File: src/rtl/rv_ooo_pkg.sv
// Shared out-of-order core types: physical register indices and free-list sizing.
package rv_ooo_pkg;

   localparam int PREG_W     = 6;
   localparam int NUM_PREG   = 64;
   localparam int FREE_DEPTH = 32;
   localparam int PTR_W      = 5;

   typedef logic [PREG_W-1:0] preg_t;
   typedef logic [PTR_W-1:0]  fl_ptr_t;
   typedef logic [PTR_W:0]    fl_count_t;

   localparam preg_t PREG_ZERO = 6'd0;

   // Architectural register specifier and the sr/dr/old_dr bundle exchanged between rename and ROB
   typedef logic [4:0] areg_t;

   typedef struct packed {
      preg_t sr1;
      preg_t sr2;
      preg_t dr;
      preg_t old_dr;
   } rename_map_t;

endpackage

File: src/rtl/preg_free_list_rel_qualify.sv
// Qualifies the two retire release slots and compacts the survivors into write lanes.
import rv_ooo_pkg::*;

module preg_free_list_rel_qualify (
   input  logic                rel0_valid,
   input  logic [PREG_W-1:0]   rel0_preg,
   input  logic                rel1_valid,
   input  logic [PREG_W-1:0]   rel1_preg,
   input  logic [NUM_PREG-1:0] free_bit,
   input  logic [PTR_W:0]      count,
   input  logic                pop,
   output logic                wr0_en,
   output logic [PREG_W-1:0]   wr0_preg,
   output logic                wr1_en,
   output logic [PREG_W-1:0]   wr1_preg,
   output logic [1:0]          push_cnt,
   output logic                dbl_free,
   output logic                overflow
);

   logic       rel0_ok;
   logic       rel1_ok;
   logic       rel0_eff;
   logic       rel1_eff;
   logic       keep0;
   logic       keep1;
   logic [6:0] room;

   // Decide which releases are genuine, which hit room limits, and pack them oldest-first
   always_comb begin
      rel0_ok  = rel0_valid && (rel0_preg != PREG_ZERO);
      rel1_ok  = rel1_valid && (rel1_preg != PREG_ZERO);
      rel0_eff = rel0_ok && !free_bit[rel0_preg];
      rel1_eff = rel1_ok && !free_bit[rel1_preg] && !(rel0_eff && (rel1_preg == rel0_preg));
      dbl_free = (rel0_ok && !rel0_eff) || (rel1_ok && !rel1_eff);

      room  = 7'd32 - {1'b0, count} + {6'd0, pop};
      keep0 = rel0_eff && (room != 7'd0);
      keep1 = rel1_eff && (room >= (keep0 ? 7'd2 : 7'd1));
      overflow = (rel0_eff && !keep0) || (rel1_eff && !keep1);

      wr0_en   = keep0 || keep1;
      wr0_preg = keep0 ? rel0_preg : rel1_preg;
      wr1_en   = keep0 && keep1;
      wr1_preg = rel1_preg;
      push_cnt = {1'b0, keep0} + {1'b0, keep1};
   end

endmodule

File: src/rtl/preg_free_list.sv
// Circular free list of physical registers: rename pops one per cycle, retire pushes up to two.
import rv_ooo_pkg::*;

module preg_free_list (
   input  logic              clk,
   input  logic              rst,
   input  logic              alloc_req,
   output logic              alloc_valid,
   output logic [PREG_W-1:0] alloc_preg,
   input  logic              rel0_valid,
   input  logic [PREG_W-1:0] rel0_preg,
   input  logic              rel1_valid,
   input  logic [PREG_W-1:0] rel1_preg,
   output logic [PTR_W:0]    free_count,
   output logic              stall,
   output logic              err_double_free,
   output logic              err_overflow
);

   preg_t                mem_q [FREE_DEPTH];
   preg_t                mem_d [FREE_DEPTH];
   logic [PTR_W-1:0]     head_q, head_d;
   logic [PTR_W-1:0]     tail_q, tail_d;
   logic [PTR_W:0]       count_q, count_d;
   logic [NUM_PREG-1:0]  free_bit_q, free_bit_d;
   logic                 err_double_free_q, err_double_free_d;
   logic                 err_overflow_q, err_overflow_d;

   logic                 pop;
   logic                 wr0_en, wr1_en;
   logic [PREG_W-1:0]    wr0_preg, wr1_preg;
   logic [1:0]           push_cnt;
   logic                 dbl_free, overflow;

   assign alloc_valid     = (count_q != '0);
   assign alloc_preg      = mem_q[head_q];
   assign free_count      = count_q;
   assign stall           = ~alloc_valid;
   assign err_double_free = err_double_free_q;
   assign err_overflow    = err_overflow_q;
   assign pop             = alloc_req && alloc_valid;

   preg_free_list_rel_qualify u_rel_qualify (
      .rel0_valid (rel0_valid),
      .rel0_preg  (rel0_preg),
      .rel1_valid (rel1_valid),
      .rel1_preg  (rel1_preg),
      .free_bit   (free_bit_q),
      .count      (count_q),
      .pop        (pop),
      .wr0_en     (wr0_en),
      .wr0_preg   (wr0_preg),
      .wr1_en     (wr1_en),
      .wr1_preg   (wr1_preg),
      .push_cnt   (push_cnt),
      .dbl_free   (dbl_free),
      .overflow   (overflow)
   );

   // Next-state: pop from head, append qualified releases at tail, keep free flags in step
   always_comb begin
      mem_d      = mem_q;
      free_bit_d = free_bit_q;
      head_d     = head_q;
      tail_d     = tail_q + PTR_W'(push_cnt);
      count_d    = count_q - {{PTR_W{1'b0}}, pop} + {{(PTR_W-1){1'b0}}, push_cnt};

      if (pop) begin
         head_d = head_q + 1'b1;
         free_bit_d[mem_q[head_q]] = 1'b0;
      end
      if (wr0_en) begin
         mem_d[tail_q]        = wr0_preg;
         free_bit_d[wr0_preg] = 1'b1;
      end
      if (wr1_en) begin
         mem_d[tail_q + 1'b1] = wr1_preg;
         free_bit_d[wr1_preg] = 1'b1;
      end

      err_double_free_d = dbl_free;
      err_overflow_d    = overflow;
   end

   // State registers; reset seeds the list with p32..p63, the regs not holding architectural state
   always_ff @(posedge clk or posedge rst) begin
      if (rst) begin
         for (int i = 0; i < FREE_DEPTH; i++) begin
            mem_q[i] <= preg_t'(FREE_DEPTH + i);
         end
         head_q            <= '0;
         tail_q            <= '0;
         count_q           <= (PTR_W+1)'(FREE_DEPTH);
         free_bit_q        <= {{(NUM_PREG-FREE_DEPTH){1'b1}}, {FREE_DEPTH{1'b0}}};
         err_double_free_q <= 1'b0;
         err_overflow_q    <= 1'b0;
      end else begin
         mem_q             <= mem_d;
         head_q            <= head_d;
         tail_q            <= tail_d;
         count_q           <= count_d;
         free_bit_q        <= free_bit_d;
         err_double_free_q <= err_double_free_d;
         err_overflow_q    <= err_overflow_d;
      end
   end

   // The occupancy counter must always agree with the authoritative free flags
   count_matches_free_bits: assert property (@(posedge clk) disable iff (rst)
      (32'(count_q) == $countones(free_bit_q)) && (count_q <= 6'd32));

endmodule
File: config.mk
export PLATFORM = sky130hd
export DESIGN_NAME = preg_free_list
export DESIGN_NICKNAME = d
export VERILOG_FILES = /design/src/rtl/rv_ooo_pkg.sv /design/src/rtl/preg_free_list_rel_qualify.sv /design/src/rtl/preg_free_list.sv
export SDC_FILE = /design/constraint.sdc
export NUM_CORES = 1
export LEC_CHECK = 0
export ABC_AREA = 1
export CAP_MARGIN = 5
export CORE_MARGIN = 2
export CORE_UTILIZATION = 35
export CTS_BUF_LIST = sky130_fd_sc_hd__clkbuf_8 sky130_fd_sc_hd__clkbuf_16
export DETAILED_ROUTE_END_ITERATION = 8
export GPL_TIMING_DRIVEN = 0
export PLACE_DENSITY = 0.48
export SYNTH_ARGS = -nofsm -noshare
export SYNTH_HDL_FRONTEND = slang
export SYNTH_SLANG_ARGS = --single-unit
File: constraint.sdc
create_clock -name clk -period 26.3 [get_ports clk]
set_input_delay 6.575 -clock clk [delete_from_list [all_inputs] [get_ports clk]]
set_output_delay 6.575 -clock clk [all_outputs]
set_load 0.01 [all_outputs]
==> results.cfg <==
[clock_network]
cts_tree = done
root_buffer = clkbuf_16
cts-hold-fix-buffers = 0
cts-resized-gates = 0
htreeDepth = 2
clock_path_buffers = 3
numCtsBuffers = 35
post_cts.repair.setup_buffers = 0
cts.sinks = 274
clk_pin_slew_ns = 0.06
clock_latency_ns = 0.58

[synth]
yosysUniqueCellTypes = 46
synth_flop_cell = dfstp_2
ys_seq_area_share_pct = 40.7
synth_area_um2 = 17300
synth_edf_count = 0
syn_inst = 2417
ys_seq_elements = 274
synth_nets = 2457
yosysWarnings = 0
synth-async-reset-ratio_pct = 100
syn-mean-instance-area_um2 = 7.16

[global_routing]
grt.overflow.total = 0
grt_usage_pct = 31.1
antenna_found_initial = 0
grt_pass1_vias = 17400
grt_pass1_wl_um = 116000
grt_start_max_net_pins = 119

[worst_setup_path]
crit_arrival_ns = 12.96
critPathKind = in2reg
cp_slowest_cell = clkbuf_1
cp_num_buf_inv = 10
cp.required_ns = 26.70
crit_path_max_fanout = 12
crit_path_end_kind = flip-flop
critPathTopFamily = buffers and inverters
start_kind = input port
critPathMaxStageDelay_ns = 0.76

[pwr]
p_per_area_nw_per_um2 = 130
vdd_drop_max_uv = 52.9
finalPower_w = 0.00255
p_leak_nw = 8.43

[timing]
min_period_ns = 12.56
setup_tns_ns = 0
min_period_over_period_pct = 47.8
max_freq_mhz = 79.6
worstMarginPinSlew_ns = 1.42
slew_headroom_pct = 4.81
hold_viol = 0
finalSetupViolations = 0
rsz0062_at_grt = no
final_max_slew_viol_count = 0
clock_skew_ns = 0.0297

[route]
dr.pass1.iters = 6
num_vias = 18300
drc_errors = 0
post_drt_wl_per_cell_um = 25.1
drtIter0Drc = 2043
wl_met2_um = 35600
top_layer = met4
route.met3.wl_um = 7410
totalWireLength_um = 79500
via_per_inst = 5.76
wl_met1_um = 32800
antenna_left = 0

[finish]
fin_util_pct = 40.1
area_growth_pct = 13.1
diodes = 0
layout_commonest_cell = nand2_1
final_cell_mix = nand2_1, nor2_1, a21oi_1
post_layout_nonfiller_instances = 3172
nNetsFinal = 2522
drive_gt1_share_pct = 12.2

[floorplanning]
die_w_um = 226
start_util_pct = 35.4
die_h_um = 226
core_um2 = 48800
num_rows = 81
die_area_um2 = 51300
io_pins = 33

[placed_design]
hpwl_um = 54600
dpl.cell_count = 3109
port_buffers = 26
gp_congestion = 0.952

[hold_path]
hold_path_class = reg2reg

[run_status]
status = complete, no violations

[flow_run]
maxCapViolations = 0
==> worst paths after layout <==
kind	depth (start not counted)	slack, ns	to	from
worst max-delay path	28	13.74	mem_q[32]$_DFF_PP0_	alloc_req
worst min-delay path	2	0.49	free_bit_q[21]$_DFF_PP0_	free_bit_q[21]$_DFF_PP0_
worst max register to register	30	19.28	mem_q[32]$_DFF_PP0_	free_count[3]$_DFF_PP0_
worst min register to register	2	0.49	free_bit_q[21]$_DFF_PP0_	free_bit_q[21]$_DFF_PP0_
max in group asynchronous	4	18.34	mem_q[13]$_DFF_PP0_	rst
min in group asynchronous	2	6.40	free_count[2]$_DFF_PP0_	rst
==> cells in the mapped netlist (5+ instances only) <==
library cell / count / area, µm²
o21ai_0: 96 / 480
a21oi_1: 261 / 1310
nand3_1: 99 / 495
a31oi_1: 17 / 106
inv_2: 10 / 37.5
o21a_1: 10 / 75.1
nand4_1: 24 / 150
nor2_1: 342 / 1280
clkbuf_1: 71 / 267
buf_2: 36 / 180
dfstp_2: 145 / 3810
a22oi_1: 141 / 1060
dfrtp_1: 129 / 3230
nand2_1: 607 / 2280
buf_4: 11 / 82.6
o22ai_1: 34 / 213
inv_1: 196 / 736
o21ai_1: 6 / 30.0
nor2_2: 19 / 119
a221oi_1: 7 / 61.3
ha_1: 21 / 263
o211ai_1: 22 / 165
nor3_1: 38 / 190
nor2_4: 6 / 67.6
buf_6: 11 / 124
xor2_1: 15 / 131
nand2_2: 8 / 50.1
o221ai_1: 5 / 43.8
==> sequential cells by signal, summed over array words and instances (netlist names) <==
register / flops
mem_q: 192
head_q: 5
err_overflow: 1
err_double_free: 1
tail_q: 5
free_bit_q: 64
free_count: 6
==> kinds of logic (layout without fill, tap and decap cells) <==
group | after synthesis | after routing | share of synthesized area [%]
buffers and inverters | 341 | 432 | 8.38
xor gates and xnor gates | 17 | 17 | 0.860
AOI/OAI and AO/OA | 610 | 610 | 21.1
and+or+nand+nor | 1152 | 1152 | 27.3
adders and majority gates | 23 | 23 | 1.75
DFF | 274 | 274 | 40.7
==> worst min-delay path, stage by stage (launching register included) <==
cell and delay, ns:
dfrtp_1 0.34, a21oi_1 0.06, nand2_1 0.05
==> stage by stage <==
stage | worst slack [ns] | instance area, µm² | hold WS (ns)
global route | 13.31 | 19600 | 0.518
finish | 13.74 | 19600 | 0.489
floorplan | 12.41 | 17300 | 0.461
global placement | 7.70 | 18400 | 0.479
CTS | 13.84 | 19600 | 0.493
detailed placement | 13.28 | 18500 | 0.478
==> cell type report <==
class                      count  area, µm²
buffer                       132        664
clock buffer                  41        958
clock inverter                22        156
fill                        5163      29300
inverter                     209        795
multi-input combinational   1802       8820
sequential                   274       7040
tap                          664        831
timing repair buffer          28        315
==> power breakdown <==
group | total (W) | switching, W | internal [W]
registers | 0.000842 | 0.000148 | 0.000694
clock network | 0.000486 | 0.000207 | 0.000279
logic | 0.00122 | 0.000839 | 0.000378
==> layer usage <==
layer | GRT usage (%) | vias up
met5 | 0 | -
met1 | 40.7 | 8891
met2 | 49.4 | 961
met3 | 7.24 | 206
li1 | - | 8206
met4 | 12.9 | 0
(Power assumes the default switching activity.)
